`config.mk`:
```
export PLATFORM = sky130hd
export DESIGN_NAME = mult_seq_gen
export DESIGN_NICKNAME = d
export VERILOG_FILES = /design/src/rtl/mult_pkg.sv /design/src/rtl/mult_pred.sv /design/src/rtl/mult_seq_gen.sv
export SDC_FILE = /design/constraint.sdc
export NUM_CORES = 1
export LEC_CHECK = 0
export ABC_AREA = 1
export CAP_MARGIN = 20
export CORE_ASPECT_RATIO = 1.75
export CORE_UTILIZATION = 45
export DETAILED_ROUTE_END_ITERATION = 6
export GPL_ROUTABILITY_DRIVEN = 0
export PLACE_DENSITY_LB_ADDON = 0.25
export SLEW_MARGIN = 20
export SYNTH_ARGS = -nofsm -noshare
export SYNTH_HDL_FRONTEND = slang
export SYNTH_SLANG_ARGS = --single-unit
```
`constraint.sdc`:
```
create_clock -name clk -period 1.77 [get_ports clk]
set_clock_uncertainty 0.2 [all_clocks]
set_input_delay 0.354 -clock clk [delete_from_list [all_inputs] [get_ports clk]]
set_output_delay 0.354 -clock clk [all_outputs]
set_load 0.03 [all_outputs]
```
`src/rtl/mult_pkg.sv`:
```
// Shared definitions for the multiple-of-3 / even sequence generator:
// class-select encodings, the generator state enum and the value width.
package mult_pkg;

   localparam int WIDTH = 4;

   typedef enum logic [1:0] {
      MODE_M3   = 2'b00,
      MODE_EVEN = 2'b01,
      MODE_ANY  = 2'b10,
      MODE_BOTH = 2'b11
   } mode_t;

   typedef enum logic [1:0] {
      IDLE   = 2'b00,
      SEARCH = 2'b01,
      OFFER  = 2'b10,
      WAIT   = 2'b11
   } state_t;

endpackage

```
`src/rtl/mult_pred.sv`:
```
// Combinational class predicate for a 4-bit candidate. Zero belongs to no
// class, matching the LED classifier truth table.
module mult_pred (
   input  logic [3:0] cand,
   input  logic [1:0] mode,
   output logic       match
);
   import mult_pkg::*;

   logic m3_s;
   logic even_s;

   // Decode the two base classes and combine them according to mode.
   always_comb begin
      m3_s   = 1'b0;
      even_s = 1'b0;
      match  = 1'b0;
      case (cand)
         4'd3, 4'd6, 4'd9, 4'd12, 4'd15: m3_s = 1'b1;
         default:                        m3_s = 1'b0;
      endcase
      if ((cand != 4'd0) && (cand[0] == 1'b0)) begin
         even_s = 1'b1;
      end else begin
         even_s = 1'b0;
      end
      case (mode)
         MODE_M3:   match = m3_s;
         MODE_EVEN: match = even_s;
         MODE_ANY:  match = m3_s | even_s;
         MODE_BOTH: match = m3_s & even_s;
         default:   match = 1'b0;
      endcase
   end

endmodule

```
`src/rtl/mult_seq_gen.sv`:
```
// Paced source of 4-bit class members: walks candidates upward, offers each
// member on a valid/ready handshake, then idles DIV clocks before resuming.
module mult_seq_gen #(
   parameter int WIDTH = mult_pkg::WIDTH,
   parameter int DIV   = 100_000_000
) (
   input  logic             clk,
   input  logic             rst_n,
   input  logic             start,
   input  logic             stop,
   input  logic [1:0]       mode,
   input  logic             out_ready,
   output logic [WIDTH-1:0] value,
   output logic             out_valid,
   output logic             busy,
   output logic             wrapped
);
   import mult_pkg::*;

   localparam int               PW        = (DIV > 1) ? $clog2(DIV) : 1;
   localparam logic [PW-1:0]    PRES_LAST = PW'(DIV - 1);
   localparam logic [PW-1:0]    PRES_ONE  = PW'(1);
   localparam logic [WIDTH-1:0] CAND_ONE  = WIDTH'(1);
   localparam logic [WIDTH-1:0] CAND_MAX  = {WIDTH{1'b1}};

   state_t           state_r;
   logic [WIDTH-1:0] cand_r;
   logic [PW-1:0]    pres_r;
   mode_t            mode_q_r;
   logic             match_s;

   mult_pred u_pred (
      .cand  (cand_r[3:0]),
      .mode  (mode_q_r),
      .match (match_s)
   );

   // Generator FSM; every output is a register so out_ready never reaches out_valid combinationally.
   always_ff @(posedge clk or negedge rst_n) begin
      if (!rst_n) begin
         state_r   <= IDLE;
         cand_r    <= {WIDTH{1'b0}};
         pres_r    <= {PW{1'b0}};
         mode_q_r  <= MODE_M3;
         value     <= {WIDTH{1'b0}};
         out_valid <= 1'b0;
         busy      <= 1'b0;
         wrapped   <= 1'b0;
      end else begin
         case (state_r)
            IDLE: begin
               wrapped   <= 1'b0;
               out_valid <= 1'b0;
               if (start && !stop) begin
                  mode_q_r <= mode_t'(mode);
                  cand_r   <= {WIDTH{1'b0}};
                  state_r  <= SEARCH;
                  busy     <= 1'b1;
               end else begin
                  busy <= 1'b0;
               end
            end
            SEARCH: begin
               if (stop) begin
                  state_r   <= IDLE;
                  busy      <= 1'b0;
                  out_valid <= 1'b0;
                  wrapped   <= 1'b0;
               end else if (match_s) begin
                  value     <= cand_r;
                  out_valid <= 1'b1;
                  state_r   <= OFFER;
                  wrapped   <= 1'b0;
               end else begin
                  cand_r  <= cand_r + CAND_ONE;
                  wrapped <= (cand_r == CAND_MAX);
               end
            end
            OFFER: begin
               wrapped <= 1'b0;
               if (out_ready) begin
                  // A transfer on the same edge as stop still completes.
                  out_valid <= 1'b0;
                  pres_r    <= {PW{1'b0}};
                  state_r   <= stop ? IDLE : WAIT;
                  busy      <= !stop;
               end else if (stop) begin
                  out_valid <= 1'b0;
                  state_r   <= IDLE;
                  busy      <= 1'b0;
               end else begin
                  out_valid <= 1'b1;
               end
            end
            WAIT: begin
               if (stop) begin
                  state_r <= IDLE;
                  busy    <= 1'b0;
                  wrapped <= 1'b0;
               end else if (pres_r == PRES_LAST) begin
                  cand_r  <= value + CAND_ONE;
                  wrapped <= (value == CAND_MAX);
                  state_r <= SEARCH;
               end else begin
                  pres_r  <= pres_r + PRES_ONE;
                  wrapped <= 1'b0;
               end
            end
            default: begin
               state_r   <= IDLE;
               busy      <= 1'b0;
               out_valid <= 1'b0;
               wrapped   <= 1'b0;
            end
         endcase
      end
   end

endmodule

```
==> impl_metrics.tcl <==
set metrics [dict create \
    status "finished with violations" \
    failed_checks "setup timing" \
    antenna_found_initial 0 \
    grt-ovfl-total 0 \
    syn_nets 452 \
    design_area_mm2 0.00395 \
    min_period_over_period_pct 100 \
    fin_crit_ps 1780 \
    dieArea_mm2 0.00702 \
    ant_nets 0 \
    worst_slew_pin_slew_ps 323 \
    combPwrFrac_pct 46.5 \
    io_buffers 13 \
    placed_area_mm2 0.00363 \
    clk_latency_ps 290 \
    synth_top_flop_cell "dfrtp_1" \
    synth_simple_gate_area_share_pct 43.1 \
    setup_viol 2 \
    clk_pin_slew_ps 60 \
    yosys_warnings 0 \
    cellLeakagePower_nw 1.81 \
    synth_xor_area_share_pct 4.96 \
    firstDrtPassIters 4 \
    critical_path_class "flop to flop" \
    fmax_ghz 0.563 \
    cp.required_ps 1800 \
    worstSetupStartpointType "flop" \
    switching_share_pct 40.7 \
    ys_seq_elements 42 \
    critPathLaunch "state_r[0]$_DFFE_PN0P_" \
    core_area_mm2 0.00649 \
    cts_htree_levels 2 \
    synth_top_area_share_pct 35.0 \
    syn_avg_cell_area_um2 6.87 \
    synth_common_cells "nand2_1, nor2_1, nand3_1, dfrtp_1, inv_1" \
    muxShareOfSynthArea_pct 0.375 \
    synth.cell_area_mm2 0.00300 \
    synth-compound-area-share_pct 5.75 \
    std_cell_rows 39 \
    relSlewSlack_pct 78.5 \
    reg2reg_slack_ps -7 \
    cts_root_buf "clkbuf_16" \
    rsz0062_at_grt "yes" \
    fp.dieH_um 110 \
    vias 3204 \
    end_kind "flop" \
    ys_types 30 \
    num_io_pins 14 \
    synthCells 437 \
    cts_buffers 5 \
    drt_iter0_drc 182 \
    clkPwrFrac_pct 22.1 \
    synthAdderAreaFrac_pct 3.33 \
    antenna_cells 0 \
    whs_ps 305 \
    worstHoldStart "out_valid$_DFFE_PN0P_" \
    routed_wl_mm 8.68 \
    via_per_inst 5.43 \
    power_density_mw_per_mm2 1060 \
    internal-power_w 0.00249 \
    grt_util_all_layers_pct 25.9 \
    cts_tree "built" \
    drv_cap 0 \
    worstPathMaxFanout 22 \
    p_seq_share_pct 31.5 \
    synth_seq_area_share_pct 35.0 \
    avgRoutedWirePerCell_um 14.7 \
    grt_pass1_vias 3177 \
    drc 0 \
    clkSinkCount 42 \
    layout-drive-gt1-share_pct 26.0 \
    dp_hpwl_mm 6.44 \
    yosysMostFrequentCell "nand2_1" \
    synth-edff-count 0 \
    grt_max_degree 43 \
    peakVddDrop_uv 903 \
    fill_cells 567 \
    area_growth_pct 31.7 \
    setup_ws_ps -7.01 \
    start_util_pct 46.3 \
    hold_viol_final 0 \
    hold_path_class "flop to flop" \
    ctsLongestPathBuffers 2 \
    r2r_start "state_r[0]$_DFFE_PN0P_" \
    cp.arrival_ps 1810 \
    power_w 0.00420 \
    final_nets 522 \
    synth_top_family_by_area "simple AND/OR/NAND/NOR gates" \
    die-width_um 63.8 \
    power_switching_w 0.00171 \
    yosys-top-cells-area "dfrtp_1, nand2_1, nand3_1, nor2_1, inv_1" \
    yosysTopAreaCell "dfrtp_1" \
    synthArstFlopShare_pct 100 \
    final_max_slew_viol_count 0 \
    grt_pass1_wl_mm 13.9 \
]
==> power groups by stage <==
stage / Sequential, W / Clock (W) / Combinational (W)
2_1_floorplan: 0.00141 / 0 / 0.000969
3_3_place_gp: 0.00132 / 0 / 0.00182
3_5_place_dp: 0.00133 / 0 / 0.00185
4_1_cts: 0.00131 / 0.000941 / 0.00185
5_1_grt: 0.00134 / 0.000982 / 0.00213
6_report: 0.00132 / 0.000926 / 0.00195
==> path summary, 6_finish.rpt <==
kind | endpoint | depth (start not counted)
worst max-delay path | pres_r[11]$_DFFE_PN0P_ | 10
worst min-delay path | out_valid$_DFFE_PN0P_ | 2
worst max register to register | pres_r[11]$_DFFE_PN0P_ | 10
worst min register to register | out_valid$_DFFE_PN0P_ | 2
max in group asynchronous | pres_r[10]$_DFFE_PN0P_ | 3
min in group asynchronous | pres_r[18]$_DFFE_PN0P_ | 3
==> cells in the final DEF (no fill, tap or decap), types with 4 or more instances in the layout <==
| cell type | n |
|---|---|
| nor3_1 | 5 |
| nor3_2 | 4 |
| a21oi_1 | 4 |
| nor2_2 | 9 |
| nor2_4 | 4 |
| dfrtp_2 | 6 |
| xor2_1 | 15 |
| buf_4 | 55 |
| o21ai_0 | 11 |
| inv_1 | 35 |
| clkdlybuf4s50_1 | 5 |
| nor2_1 | 52 |
| nand2_1 | 133 |
| nand4_1 | 17 |
| dfrtp_1 | 36 |
| ha_1 | 4 |
| nand3_2 | 7 |
| dlygate4sd2_1 | 7 |
| clkbuf_16 | 5 |
| nand3_1 | 43 |
| o21ai_1 | 4 |
| o21ai_2 | 7 |
| nand2_2 | 9 |
==> critical path: stages (launching register included) <==
cell and delay (ps):
dfrtp_1 390, ha_2 210, buf_12 130, inv_2 40
nor2_1 80, buf_4 140, nand3_4 90, nand2_4 90
buf_12 170, nand4_1 100, nand2_1 70
==> per-stage QoR <==
stage | setup slack (ps) | cells | util (%) | TNS (ps)
2_1_floorplan | 1.33 | 437 | - | 0
3_3_place_gp | -185 | 577 | 55.9 | -4170
3_5_place_dp | -175 | 577 | 55.9 | -4780
4_1_cts | -24.8 | 588 | 59.3 | -130
5_1_grt | -126 | 590 | 60.9 | -1990
6_report | -7.01 | 590 | 60.9 | -12.9
==> sequential cells by signal, summed over array words and instances (netlist names) <==
| signal | cells |
|---|---|
| wrapped | 1 |
| out_valid | 1 |
| state_r | 2 |
| value | 4 |
| busy | 1 |
| mode_q_r | 2 |
| pres_r | 27 |
| cand_r | 4 |
==> timing repair <==
action,in CTS,in global routing
endpoints found under the setup margin,42,39
hold buffers,1,0
resized for setup,25,34
buffers inserted,2,2
pin swaps,4,6
cloned,0,0
endpoints found under the hold margin,42,0
==> area by class of cell <==
type / instances / area [µm²] / area share [%]
clock inverter: 2 / 13.8 / 0.348
inverter: 39 / 149 / 3.77
clock buffer: 6 / 129 / 3.26
timing repair buffer: 75 / 633 / 16.0
tap: 82 / 103 / 2.59
sequential: 42 / 1060 / 26.8
multi-input combinational: 344 / 1870 / 47.2
==> metal layers <==
| layer | GRT usage, % | share of wire [%] | vias up |
|---|---|---|---|
| met4 | 17.9 | 4.8 | 0 |
| met5 | 0 | 0 | - |
| li1 | - | - | 1541 |
| met1 | 23.9 | 36 | 1546 |
| met2 | 51.0 | 56 | 85 |
| met3 | 3.70 | 2.6 | 32 |
==> logic make-up after synthesis <==
logic type | after synthesis
compound gates | 28
mux | 1
xor+xnor | 17
fa+ha+maj | 8
flops | 42
buf+inv | 51
simple gates | 290
(Power assumes the default switching activity.)
